[src/rtl/hmmm_loader_if.sv]
// rtl/hmmm_loader_if.sv - host strobe, readback, program-RAM and CPU control bundle
interface hmmm_loader_if #(
    parameter int DATA_W = 16,
    parameter int ADDR_W = 8
);
    logic              pgrm_addr;
    logic              pgrm_data;
    logic              pgrm_read;
    logic              pgrm_done;
    logic [DATA_W-1:0] io_in;
    logic [DATA_W-1:0] io_out;
    logic              io_valid;
    logic              mem_we;
    logic [ADDR_W-1:0] mem_addr;
    logic [DATA_W-1:0] mem_wdata;
    logic [DATA_W-1:0] mem_rdata;
    logic              cpu_hold;
    logic              cpu_rst;
    logic [ADDR_W:0]   load_count;
    logic              err;

    modport master (
        output pgrm_addr, pgrm_data, pgrm_read, pgrm_done, io_in, mem_rdata,
        input  io_out, io_valid, mem_we, mem_addr, mem_wdata,
        input  cpu_hold, cpu_rst, load_count, err
    );

    modport slave (
        input  pgrm_addr, pgrm_data, pgrm_read, pgrm_done, io_in, mem_rdata,
        output io_out, io_valid, mem_we, mem_addr, mem_wdata,
        output cpu_hold, cpu_rst, load_count, err
    );
endinterface

[src/rtl/hmmm_loader.sv]
// rtl/hmmm_loader.sv - host-driven program loader: writes/reads program RAM, holds then resets the CPU
module hmmm_loader #(
    parameter int DATA_W     = 16,
    parameter int ADDR_W     = 8,
    parameter int DEPTH      = 256,
    parameter int RST_CYCLES = 2
) (
    input logic          clk,
    input logic          rst,
    hmmm_loader_if.slave bus
);
    localparam int                CNT_W     = (RST_CYCLES > 1) ? $clog2(RST_CYCLES) : 1;
    localparam logic [CNT_W-1:0]  RCNT_LAST = CNT_W'(RST_CYCLES - 1);
    localparam logic [ADDR_W-1:0] PTR_LAST  = ADDR_W'(DEPTH - 1);
    localparam logic [ADDR_W:0]   CNT_MAX   = (ADDR_W + 1)'(DEPTH);
    localparam logic [31:0]       DEPTH_W   = 32'(DEPTH);

    typedef enum logic [1:0] {IDLE, LOAD, READ, RELEASE} state_t;

    state_t            state_q, state_d;
    logic [ADDR_W-1:0] ptr_q, ptr_d;
    logic [ADDR_W:0]   load_count_q, load_count_d;
    logic              err_q, err_d;
    logic              clear_pend_q, clear_pend_d;
    logic [CNT_W-1:0]  rcnt_q, rcnt_d;
    logic              mem_we_q, mem_we_d;
    logic [ADDR_W-1:0] mem_addr_q, mem_addr_d;
    logic [DATA_W-1:0] mem_wdata_q, mem_wdata_d;
    logic              io_valid_q, io_valid_d;
    logic [DATA_W-1:0] io_out_q, io_out_d;

    logic              ptr_wraps;
    logic [ADDR_W-1:0] ptr_inc;
    logic              addr_ok;

    assign ptr_wraps = (ptr_q == PTR_LAST);
    assign ptr_inc   = ptr_wraps ? '0 : ptr_q + ADDR_W'(1);
    assign addr_ok   = ({32'b0, bus.io_in} < {{DATA_W{1'b0}}, DEPTH_W});

    always_comb begin
        state_d      = state_q;
        ptr_d        = ptr_q;
        load_count_d = load_count_q;
        err_d        = err_q;
        clear_pend_d = clear_pend_q;
        rcnt_d       = rcnt_q;
        mem_we_d     = 1'b0;
        mem_addr_d   = mem_addr_q;
        mem_wdata_d  = mem_wdata_q;
        io_valid_d   = 1'b0;
        io_out_d     = io_out_q;

        case (state_q)
            IDLE, LOAD: begin
                if (bus.pgrm_addr) begin
                    state_d = LOAD;
                    if (addr_ok) begin
                        ptr_d = bus.io_in[ADDR_W-1:0];
                    end else begin
                        err_d = 1'b1;
                    end
                end else if (bus.pgrm_data) begin
                    state_d     = LOAD;
                    mem_we_d    = 1'b1;
                    mem_addr_d  = ptr_q;
                    mem_wdata_d = bus.io_in;
                    ptr_d       = ptr_inc;
                    err_d       = err_q | ptr_wraps;
                    clear_pend_d = 1'b0;
                    // The count from the previous load survives release until new data arrives.
                    if (clear_pend_q) begin
                        load_count_d = (ADDR_W + 1)'(1);
                    end else if (load_count_q != CNT_MAX) begin
                        load_count_d = load_count_q + (ADDR_W + 1)'(1);
                    end
                end else if (bus.pgrm_read) begin
                    state_d    = READ;
                    mem_addr_d = ptr_q;
                end else if (bus.pgrm_done && (state_q == LOAD)) begin
                    state_d = RELEASE;
                    rcnt_d  = '0;
                end
            end
            READ: begin
                // First READ cycle presents the address; second one returns RAM data on io_out.
                if (!io_valid_q) begin
                    io_valid_d = 1'b1;
                end else begin
                    state_d  = LOAD;
                    io_out_d = bus.mem_rdata;
                    ptr_d    = ptr_inc;
                    err_d    = err_q | ptr_wraps;
                end
            end
            RELEASE: begin
                if (rcnt_q == RCNT_LAST) begin
                    state_d      = IDLE;
                    ptr_d        = '0;
                    clear_pend_d = 1'b1;
                end else begin
                    rcnt_d = rcnt_q + CNT_W'(1);
                end
            end
            default: state_d = IDLE;
        endcase
    end

    always_ff @(posedge clk or negedge rst) begin
        if (!rst) begin
            state_q      <= IDLE;
            ptr_q        <= '0;
            load_count_q <= '0;
            err_q        <= 1'b0;
            clear_pend_q <= 1'b0;
            rcnt_q       <= '0;
            mem_we_q     <= 1'b0;
            mem_addr_q   <= '0;
            mem_wdata_q  <= '0;
            io_valid_q   <= 1'b0;
            io_out_q     <= '0;
        end else begin
            state_q      <= state_d;
            ptr_q        <= ptr_d;
            load_count_q <= load_count_d;
            err_q        <= err_d;
            clear_pend_q <= clear_pend_d;
            rcnt_q       <= rcnt_d;
            mem_we_q     <= mem_we_d;
            mem_addr_q   <= mem_addr_d;
            mem_wdata_q  <= mem_wdata_d;
            io_valid_q   <= io_valid_d;
            io_out_q     <= io_out_d;
        end
    end

    assign bus.mem_we     = mem_we_q;
    assign bus.mem_addr   = mem_addr_q;
    assign bus.mem_wdata  = mem_wdata_q;
    assign bus.io_valid   = io_valid_q;
    assign bus.io_out     = io_valid_q ? bus.mem_rdata : io_out_q;
    assign bus.cpu_hold   = (state_q != IDLE);
    assign bus.cpu_rst    = (state_q == RELEASE);
    assign bus.load_count = load_count_q;
    assign bus.err        = err_q;
endmodule

[src/flat_wrapper.sv]
// flat-port wrapper written by rule: the top's interface ports become plain ports
module hmmm_loader_flat 
#(
    parameter int DATA_W     = 16,
    parameter int ADDR_W     = 8,
    parameter int DEPTH      = 256,
    parameter int RST_CYCLES = 2
)
  (clk, rst, bus_pgrm_addr, bus_pgrm_data, bus_pgrm_read, bus_pgrm_done, bus_io_in, bus_mem_rdata, bus_io_out, bus_io_valid, bus_mem_we, bus_mem_addr, bus_mem_wdata, bus_cpu_hold, bus_cpu_rst, bus_load_count, bus_err);
  hmmm_loader_if #(.DATA_W(DATA_W), .ADDR_W(ADDR_W)) bus_i ();
  input logic clk;
  input logic rst;
  input wire logic [$bits(bus_i.pgrm_addr)-1:0] bus_pgrm_addr;
  input wire logic [$bits(bus_i.pgrm_data)-1:0] bus_pgrm_data;
  input wire logic [$bits(bus_i.pgrm_read)-1:0] bus_pgrm_read;
  input wire logic [$bits(bus_i.pgrm_done)-1:0] bus_pgrm_done;
  input wire logic [$bits(bus_i.io_in)-1:0] bus_io_in;
  input wire logic [$bits(bus_i.mem_rdata)-1:0] bus_mem_rdata;
  output wire logic [$bits(bus_i.io_out)-1:0] bus_io_out;
  output wire logic [$bits(bus_i.io_valid)-1:0] bus_io_valid;
  output wire logic [$bits(bus_i.mem_we)-1:0] bus_mem_we;
  output wire logic [$bits(bus_i.mem_addr)-1:0] bus_mem_addr;
  output wire logic [$bits(bus_i.mem_wdata)-1:0] bus_mem_wdata;
  output wire logic [$bits(bus_i.cpu_hold)-1:0] bus_cpu_hold;
  output wire logic [$bits(bus_i.cpu_rst)-1:0] bus_cpu_rst;
  output wire logic [$bits(bus_i.load_count)-1:0] bus_load_count;
  output wire logic [$bits(bus_i.err)-1:0] bus_err;
  assign bus_i.pgrm_addr = bus_pgrm_addr;
  assign bus_i.pgrm_data = bus_pgrm_data;
  assign bus_i.pgrm_read = bus_pgrm_read;
  assign bus_i.pgrm_done = bus_pgrm_done;
  assign bus_i.io_in = bus_io_in;
  assign bus_i.mem_rdata = bus_mem_rdata;
  assign bus_io_out = bus_i.io_out;
  assign bus_io_valid = bus_i.io_valid;
  assign bus_mem_we = bus_i.mem_we;
  assign bus_mem_addr = bus_i.mem_addr;
  assign bus_mem_wdata = bus_i.mem_wdata;
  assign bus_cpu_hold = bus_i.cpu_hold;
  assign bus_cpu_rst = bus_i.cpu_rst;
  assign bus_load_count = bus_i.load_count;
  assign bus_err = bus_i.err;
  hmmm_loader #(.DATA_W(DATA_W), .ADDR_W(ADDR_W), .DEPTH(DEPTH), .RST_CYCLES(RST_CYCLES)) u_core (.clk(clk), .rst(rst), .bus(bus_i));
endmodule
[config.mk]
export PLATFORM = sky130hd
export DESIGN_NAME = hmmm_loader_flat
export DESIGN_NICKNAME = d
export VERILOG_FILES = /design/src/rtl/hmmm_loader_if.sv /design/src/rtl/hmmm_loader.sv /design/src/flat_wrapper.sv
export SDC_FILE = /design/constraint.sdc
export NUM_CORES = 1
export LEC_CHECK = 0
export BUFFER_PORTS_ARGS = -buffer_cell sky130_fd_sc_hd__clkbuf_2
export CAP_MARGIN = 10
export CORE_UTILIZATION = 52
export CTS_CLUSTER_DIAMETER = 200
export DETAILED_ROUTE_END_ITERATION = 12
export PLACE_DENSITY = 0.9
export SLEW_MARGIN = 20
export SYNTH_ARGS = -nofsm -noshare
export SYNTH_HDL_FRONTEND = slang
export SYNTH_SLANG_ARGS = --single-unit
[constraint.sdc]
create_clock -name clk -period 2.2 [get_ports clk]
set_clock_uncertainty 0.15 [all_clocks]
set_input_delay 0.33 -clock clk [delete_from_list [all_inputs] [get_ports clk]]
set_output_delay 0.33 -clock clk [all_outputs]
set_load 0.05 [all_outputs]
# After elaboration in Yosys (flattened, before gate mapping)
# Cells that the tools add are included.
# word_totals
word_cells	88
input_bits	38
output_inout_bits	54
register_bits	64
# op_classes
n_eq_ne	16
n_mux	39
n_lt_le_gt_ge	1
addsub	3
reduce_logical	16
n_bitwise	2
# ops
cell	n
two-way mux 8 bit	8
case mux 8 bit (3 select lines)	1
two-way mux 9 bit	2
two-way mux 1 bit	17
< comparator 16 x 9 -> 1 bit (second input constant)	1
two-way mux 16 bit	1
AND reduction 4 bit	4
two-way mux 2 bit	6
nonzero test 2 bit	5
adder 9 x 1 -> 9 bit (second input constant)	1
inequality test 9 bit (second input constant)	1
AND reduction 3 bit	3
adder 8 x 1 -> 8 bit (second input constant)	1
== test 8 bit (second input constant)	1
inequality test 2 bit (second input constant)	4
inequality test 2 x 1 -> 1 bit (second input constant)	3
inequality test 3 bit (second input constant)	2
case mux 1 bit (2 select lines)	3
case mux 2 bit (3 select lines)	1
inequality test 5 x 4 -> 1 bit (second input constant)	1
AND reduction 5 bit	1
== test 2 bit (second input constant)	2
inequality test 3 x 2 -> 1 bit (second input constant)	1
== test 2 x 1 -> 1 bit (second input constant)	1
other kinds (6)	6

# Longest topological paths before layout
# Gate-level depths: netlist (run 1).
# logic_depth
ltp_word	7
mapped_depth	7
ltp_nobuf	6

# Worst setup path before layout (run 1)
# No wires, ideal clock.
# synth_path
path_kind	register -> output
start	reg u_core.io_valid_q, in the netlist u_core.bus.io_valid
end	out bus_io_out[1]
path_stages_with_launch	4
n_path_buf	2
path_slack_ns	-0.008
t_arrival_ns	1.728
required_time_ns	1.720
cell_sequence	dfrtp_1 > buf_2 > buf_1 > mux2_2
# synth_between
elab_chain_cells	1
# synth_lines
item	line	text
start, declared	hmmm_loader.sv:29	logic io_valid_q, io_valid_d;
start signal, assigned	hmmm_loader.sv:131	io_valid_q <= io_valid_d;
two-way mux 16 bit	hmmm_loader.sv:140	assign bus.io_out = io_valid_q ? bus.mem_rdata : io_out_q;
end, declared	flat_wrapper.sv:19	output wire logic [$bits(bus_i.io_out)-1:0] bus_io_out;
# No other way between the ends.

# Final worst setup path (run 1)
# layout_path
start	reg u_core.io_valid_q, in the netlist u_core.bus.io_valid
end	out bus_io_out[11]
# The elaborated chain is that of the path after synthesis.

==> impl_results.md, run 1 <==
- IO Pins: 92
- Worst min path class: input pin to register
- Vias: ~2,600
- CTS buffer count: 9
- Crit path cell chain: buf_4, mux2_2, clkbuf_2
- Seq cells post-synth: 64
- Worst Tran Pin Value: between 0.7 and 0.8 ns
- Pwr Density: roughly 1600 nW/um^2
- Worst-skew pair later-pin latency: 0.32 ns
- Worst path required time: between 1.5 and 2 ns
- Post-layout worst setup margin: 0.177 ns
- CTS Sinks: 64
- Yosys cell types: 52
- Total GRT Usage: between 20 and 25%
- DRC violations left: 0
- RSZ-0062 raised after global routing: no
- Synth top area cells: dfrtp_1, mux2_1, nand2_1, mux2_2, a21oi_1
- Root buffer cell: clkbuf_8
- Final GP Congestion: 0.941
- Max-slew violations: 0
- Net count after synthesis: 336
- Fin area: 3920 um^2
- Clk slew on worst S/H paths: 0.07 ns
- Die Y: ~80 um
- MaxCap Viol Count: 0
- Buffers & Inverters on Critical Path: 2
- Total power: 6.28 mW
- Setup bufs post-CTS: 0
- Drt pass-1 iters: 4
- Fillers: 435
- Share of layout cells above drive strength 1: 36.7%
- Area leader, netlist: dfrtp_1
- CTS Buffer Depth: 2
- P&R area growth vs syn: 24.4%
- Number of synthesized flops with an enable pin: 0
- Max VDD drop: about 0.0009 V
- Mapped Cells: around 300
- Highest-count cells in the layout ignoring fill and taps: clkbuf_2, dfrtp_1, nand2_1, mux2_1, mux2_2
- Final Cycle Share: 92.0%
- Die Area: ~6400 um^2
- H-tree depth: 3
- CP peak stage delay: 0.37 ns
- First-pass GRT wire length: 11.3 mm
- Final wirelength: around 6.8 mm
- Pre-CTS setup slack: 0.203 ns
- Setup TNS: 0 ns
- Mapped Avg Cell Area: 10.7 um^2
- Drt wl/cell: roughly 14 um
- Nets: between 400 and 500
- Commonest non-fill, non-tap cell in the layout: clkbuf_2
- Post-Syn Area: 3150 um^2
- Critical Path Start Type: register
- Core area: 5680 um^2
- Via density: 5.50
- Antenna violation net count after detailed routing: 0
- CP Max Fanout: 18
- Post-DP HPWL: between 4 and 5 mm
- Max_slew headroom: 46.9%
- Vias in the first global route: 2,503
- Top cell type's share of synthesized area: 50.9%
- Starting Density: about 55%
- Crit. End Element: primary output
- PortBufs: 91
- Cell Rows: 27
- Grt ovf: 0
- Ant diodes: 0
- Ys Warns: 0
- Setup violators final: 0
- Chip width: 79.8 um
- Lkg Pwr: a little under 2 nW
- Post-synthesis sequential area ratio: 50.9%
- Async SR Flop Fraction: 100%
- Placed instance area: 3700 um^2
- Initial drt markers: 94
- Largest net degree at the start of global routing: 65
- Number of antenna violations at the first check in global routing: 0
- Setup CP Type: register to primary output
- Fin crit period: 2.02 ns
- Critical path data arrival time: 1.54 ns
- Crit-path slowest cell: mux2_2
- CTS tree: done
- Post-CTS Resized: 0
- Post-CTS Hold Buffers: 1
- Status: completed
- Hold slack: between 0.06 and 0.07 ns
- Critical path's top delay family: buffers and inverters
- Most used DFF post-synth: dfrtp_1
- Fin. Hold Viols: 0
- Peak Freq: just under 500 MHz
logic make-up after synthesis:
logic type	share of synthesized area, %
AND/OR/NAND/NOR	16.7
multiplexers	15.8
adder cells (fa/ha/maj)	1.19
flip-flops	50.9
XOR/XNOR	1.11
buffers and inverters	3.85
AO/OA/AOI/OAI	10.5
final cells by class:
| type | instances | area, um^2 | share of cell area (%) |
|---|---|---|---|
| Tap cell | 72 | 90.1 | 2.30 |
| Sequential cell | 64 | 1600 | 40.9 |
| Timing Repair Buffer | 101 | 546 | 13.9 |
| Clock inverter | 5 | 55.1 | 1.41 |
| Clock buffer | 11 | 151 | 3.87 |
| Multi-Input combinational cell | 205 | 1430 | 36.4 |
| Inverter | 12 | 45.0 | 1.15 |
per-stage QoR:
step	utilization, %	instances
3_3_place_gp	65.2	453
4_1_cts	69.0	470
6_report	69.0	470
3_5_place_dp	65.2	453
2_1_floorplan	-	295
5_1_grt	69.0	470
Yosys cell counts, types with 3 or more instances:
cell type / n
o21ai_1: 3
buf_2: 7
o21ai_0: 3
nand2_1: 58
mux2_2: 17
a21oi_1: 9
and2_1: 4
a31oi_1: 6
nand3_1: 8
o2bb2ai_1: 5
nor3_1: 4
ha_1: 3
inv_1: 11
nor2_1: 11
dfrtp_1: 64
mux2_1: 24
clkbuf_1: 4
nand4_1: 5
a21o_1: 3
o211ai_1: 3
flip-flops by register name (all words and copies together), names as in the netlist:
register,count
u_core.state_q,2
u_core.ptr_q,8
u_core.rcnt_q,1
u_core.bus.mem_wdata,16
u_core.clear_pend_q,1
u_core.bus.err,1
u_core.bus.io_valid,1
u_core.bus.mem_addr,8
u_core.bus.mem_we,1
u_core.bus.load_count,9
u_core.io_out_q,16
routing by layer:
metal / routed length (um) / part of all wire (%) / track usage [%] / up-vias
met1: 3090 / 46 / 31.0 / 1249
met3: 422 / 6.2 / 4.80 / 7
met5: 0 / 0 / 0 / -
met2: 3180 / 47 / 35.6 / 97
met4: 81 / 1.2 / 12.0 / 0
li1: - / - / - / 1234
power breakdown:
group	switching [mW]	leakage, nW	internal (mW)
registers	0.401	0.781	1.65
clock network	0.427	0.101	0.580
logic	2.28	1.05	0.936
worst paths after layout:
path                                          start                       to  slack, ns  depth (start not counted)
max in group asynchronous                       rst      u_core.bus.io_valid       1.21                          3
worst min-delay path                   bus_io_in[3]  u_core.bus.mem_wdata[3]       0.06                          3
worst max-delay path            u_core.bus.io_valid           bus_io_out[11]       0.18                          3
min in group asynchronous                       rst   u_core.bus.mem_addr[2]       0.39                          3
worst min register to register       u_core.bus.err           u_core.bus.err       0.32                          1
worst max register to register    u_core.state_q[0]       u_core.io_out_q[1]       0.19                          3
worst min-delay path, cell delays in order:
cell and delay, ns:
clkbuf_2 0.09, nand2_1 0.04, nand2_1 0.04
Power figures use the tool's default switching activity.
==> run 2: changes to the inputs <==
GPL_TIMING_DRIVEN = 0   (was unset)
==> run 2 against run 1 <==
  * Via count rose by 0.85%
  * Largest power group unchanged
  * Count of clock-buffer cells in the layout rose by 2
  * Global-route usage rose by 0.82 points
==> impl_results.md, run 2 (synthesized netlist as in run 1, its figures left out) <==
- Critical path data arrival time: 1.56 ns
- Critical path's top delay family: buffers and inverters
- Fillers: between 400 and 500
- Antenna violation net count after detailed routing: 0
- CTS Sinks: 64
- Worst min path class: input pin to register
- Vias: 2,609
- RSZ-0062 raised after global routing: no
- CP Max Fanout: 10
- Critical Path Start Type: register
- Worst path required time: 1.72 ns
- DRC violations left: 0
- Drt pass-1 iters: 4
- Buffers & Inverters on Critical Path: 2
- Core area: 5680 um^2
- Pwr Density: 1600 nW/um^2
- Setup TNS: 0 ns
- Fin crit period: a little over 2 ns
- Final wirelength: just under 7 mm
- Die Area: 6370 um^2
- Commonest non-fill, non-tap cell in the layout: clkbuf_2
- CTS tree: done
- First-pass GRT wire length: ~12 mm
- Max-slew violations: 0
- Clk slew on worst S/H paths: 0.07 ns
- Ant diodes: 0
- Status: completed
- Cell Rows: 27
- Share of layout cells above drive strength 1: 36.2%
- Max VDD drop: 0.00107 V
- Root buffer cell: clkbuf_8
- Flop-to-flop setup slack: around 0.20 ns
- Die Y: 79.8 um
- CTS Buffer Depth: 2
- Post-DP HPWL: 5.11 mm
- H-tree depth: 3
- MaxCap Viol Count: 0
- Starting Density: 55.5%
- Initial drt markers: about 120
- Largest net degree at the start of global routing: 39
- Via density: 5.46
- P&R area growth vs syn: 26.3%
- Final GP Congestion: 0.892
- Fin. Hold Viols: 0
- Lkg Pwr: about 2 nW
- Chip width: 79.8 um
- Total GRT Usage: 24.0%
- Vias in the first global route: 2,535
- Peak Freq: 489 MHz
- Crit path cell chain: buf_4, mux2_2, clkbuf_2
- Crit. End Element: primary output
- Worst Tran Pin Value: 0.634 ns
- Max_slew headroom: 57.5%
- Total power: 6.37 mW
- CP peak stage delay: 0.43 ns
- Drt wl/cell: 14.4 um
- Worst-skew pair later-pin latency: approximately 0.33 ns
- IO Pins: 92
- Nets: around 440
- Highest-count cells in the layout ignoring fill and taps: clkbuf_2, dfrtp_1, nand2_1, mux2_1, mux2_2
- Setup CP Type: register to primary output
- Final Cycle Share: 92.9%
- CTS buffer count: 9
- Crit-path slowest cell: dfrtp_2
- Number of antenna violations at the first check in global routing: 0
- Grt ovf: 0
- PortBufs: a little over 90
- Setup violators final: 0
[run 2: worst register-to-register path, cell delays in order, from the launching register on]
cell and delay (ns):
dfrtp_1 0.35, buf_2 0.16, nand2b_1 0.18, a31oi_1 0.32, clkbuf_1 0.41, o211ai_1 0.16, o2bb2ai_1 0.16
[run 2: where the power goes]
group	leakage (nW)	switching (mW)	internal, mW
Combinational	1.07	2.31	0.947
Clock	0.108	0.420	0.669
Sequential	0.781	0.371	1.65
Total	1.96	3.10	3.27
[run 2: area by class of cell]
class / count / area (um^2) / share of cell area, %
plain buffers: 13 / 75.1 / 1.89
flip-flops and latches: 64 / 1600 / 40.3
well taps: 72 / 90.1 / 2.27
multi-input cells: 205 / 1430 / 35.9
repair buffers: 96 / 523 / 13.2
clock buffers: 13 / 149 / 3.74
clock inverters: 3 / 65.1 / 1.64
inverters: 12 / 45.0 / 1.13
[run 2: metal layers]
layer / share of wire, % / wire (um) / GRT usage, %
met2: 48 / 3290 / 39.1
met5: 0 / 0 / 0
met3: 5.0 / 346 / 4.91
met1: 45 / 3110 / 30.5
met4: 2.2 / 153 / 11.4
[run 2: what timing repair did]
action	4_1_cts	5_1_grt
hold buffers	1	0
buffers inserted	0	3
setup endpoints to repair	9	6
endpoints found under the hold margin	26	0
gates resized for setup	2	0
[run 2: final timing paths]
| kind | startpoint | end | cells after the start |
|---|---|---|---|
| min in group asynchronous | rst | u_core.ptr_q[1] | 2 |
| hold / removal | bus_io_in[10] | u_core.bus.mem_wdata[10] | 3 |
| setup / recovery | u_core.bus.io_valid | bus_io_out[5] | 3 |
| setup reg to reg | u_core.state_q[0] | u_core.ptr_q[2] | 6 |
| max in group asynchronous | rst | u_core.bus.io_valid | 3 |
| hold reg to reg | u_core.bus.mem_wdata[11] | u_core.bus.mem_wdata[11] | 2 |
[run 2: stage by stage]
stage	instances	hold WS, ns	setup slack (ns)	utilization [%]	cell area (um^2)
after floorplan	295	-0.116	0.133	-	3150
after global placement	458	0.296	0.0726	65.1	3700
after detailed placement	459	0.160	0.0510	65.5	3720
after CTS	475	0.0417	0.0228	69.4	3940
after global routing	478	0.0699	0.0157	70.1	3980
final	478	0.0544	0.157	70.1	3980
==> run 3: changes to the inputs <==
CORE_UTILIZATION = 54   (was 52)
CTS_BUF_LIST = sky130_fd_sc_hd__clkbuf_2   (was unset)
PLACE_DENSITY = 0.93   (was 0.9)
==> run 3 against run 2 <==
  * Clock power decreased by 39%
  * Sequential share of layout area decreased by 2.1 points
  * Global-route usage increased by 3.1 points
  * Cell area increased by 5.5%
  * Register-to-register slack got worse by 0.02 ns
  * Maximum frequency decreased by 3.9%
  * Cell count increased by 6.7%
  * Setup slack got worse by 0.083 ns
  * Largest cell class unchanged
==> impl_results.md, run 3 (synthesized netlist as in run 1, its figures left out) <==
- Status: completed
- Drt wl/cell: 15.5 um
- Critical Path Source: u_core.bus.io_valid
- Setup CP Type: register to primary output
- Critical path data arrival time: roughly 1.7 ns
- Worst min path class: input pin to async pin
- P&R area growth vs syn: 33.2%
- PortBufs: 91
- Setup TNS: 0 ns
- Pwr Density: 1440 nW/um^2
- Ant diodes: 0
- Final Non-Filler Cells: 510
- Max VDD drop: around 0.00085 V
- Grt ovf: 0
- CTS Sinks: 64
- CTS tree: done
- Largest net degree at the start of global routing: 44
- Die Y: 78.4 um
- Root buffer cell: clkbuf_2
- Total power: 6.04 mW
- Max-slew violations: 0
- Via density: 5.48
- Critical Path Start Type: register
- Post-DP HPWL: between 5 and 6 mm
- Number of antenna violations at the first check in global routing: 0
- Cell Rows: 27
- R2R cell count: 6
- Lkg Pwr: 2.04 nW
- Total GRT Usage: 27.1%
- Routed metal-1 wirelength: 3.28 mm
- Die Area: ~6100 um^2
- Worst path required time: 1.72 ns
- Nets: 474
- Crit. End Element: primary output
- Drt pass-1 iters: 5
- Commonest non-fill, non-tap cell in the layout: clkbuf_2
- Vias in the first global route: 2,767
- H-tree depth: 3
- CTS Buffer Depth: 2
- Highest-count cells in the layout ignoring fill and taps: clkbuf_2, dfrtp_1, nand2_1, dlygate4sd3_1, mux2_1
- Worst Tran Pin Value: ~0.65 ns
- Final GP Congestion: 0.882
- Worst r2r src: u_core.state_q[0]
- Peak Freq: 470 MHz
- Antenna violation net count after detailed routing: 0
- Vias: 2,793
- Fillers: 400
- Starting Density: 56.5%
- Chip width: ~78 um
- Met3 routed WL: 414 um
- IO Pins: 92
- Fin crit period: 2.13 ns
- Placed Cells incl. Taps: around 460
- CTS buffer count: 9
- Final wirelength: between 7 and 8 mm
- Fin area: 4200 um^2
- CP endpoint: bus_io_out[5]
- CP Max Fanout: 10
- Core area: 5570 um^2
- Initial drt markers: 178
- First-pass GRT wire length: approximately 13 mm
- DRC violations left: 0
- Fin. Hold Viols: 0
- Worst R2R End: u_core.ptr_q[2]
- Max_slew headroom: 56.2%
- Setup violators final: 0
- Share of layout cells above drive strength 1: between 30 and 40%
- Metal2 WL: 3.96 mm
- Flop-to-flop setup slack: 0.18 ns
- Placed instance area: 3720 um^2
- DR top layer: met4
- Core Util, Final: about three quarters
- Worst-skew pair later-pin latency: 0.48 ns
- Final Cycle Share: a little over nine tenths
- Clk slew on worst S/H paths: 0.18 ns
- RSZ-0062 raised after global routing: no
- MaxCap Viol Count: 0
## run 3: cell count changes in the layout (fill, tap and decap cells not counted), sizes merged
cell         previous run  this run
buf                    13        14
bufinv                  2         1
clkinv                  1         4
clkbuf                108       101
clkinvlp                0         2
dlygate4sd3             1        35
## run 3: worst min path at each step
stage,from,to
floorplan,rst,u_core.bus.err
global placement,u_core.bus.err,u_core.bus.err
detailed placement,rst,u_core.bus.mem_addr[3]
CTS,bus_pgrm_data,u_core.state_q[1]
global route,rst,u_core.io_out_q[3]
finish,rst,u_core.io_out_q[3]
## run 3: power breakdown
group / leakage (nW) / internal (mW) / switching (mW) / total (mW)
Clock: 0.0628 / 0.251 / 0.416 / 0.667
Sequential: 0.779 / 1.65 / 0.382 / 2.03
Combinational: 1.20 / 0.984 / 2.36 / 3.34
## run 3: worst max-delay path, stage by stage (launching register included)
cell and delay (ns):
dfrtp_2 0.40, buf_4 0.19, mux2_2 0.36, clkbuf_2 0.24
## run 3: routing by layer
layer,track usage (%),up-vias
met2,46.1,110
met1,33.3,1344
met5,0,-
met3,4.42,21
met4,13.9,0
li1,-,1318
## run 3: stage by stage
step                setup WS (ns)  hold WS, ns
floorplan                   0.133       -0.116
global placement           0.0947        0.295
detailed placement         0.0273        0.124
CTS                        0.0228        0.113
global route              0.00122        0.155
finish                     0.0735        0.148
## run 3: repair_timing
item                                    in CTS  in global routing
gates cloned                                 0                  0
hold buffers                                35                  0
gates resized for setup                      4                  7
endpoints found under the setup margin      18                  8
endpoints found under the hold margin      102                  0
buffers inserted                             1                  0
## run 3: cell type report
type                    instances  area (um^2)  share of cell area [%]
plain buffers                  13         77.6                    1.85
clock buffers                   9         45.0                    1.07
clock inverters                 7         62.6                    1.49
inverters                      12         45.0                    1.07
multi-input cells             205         1430                    34.1
flip-flops and latches         64         1600                    38.2
well taps                      72         90.1                    2.15
repair buffers                128          841                    20.0
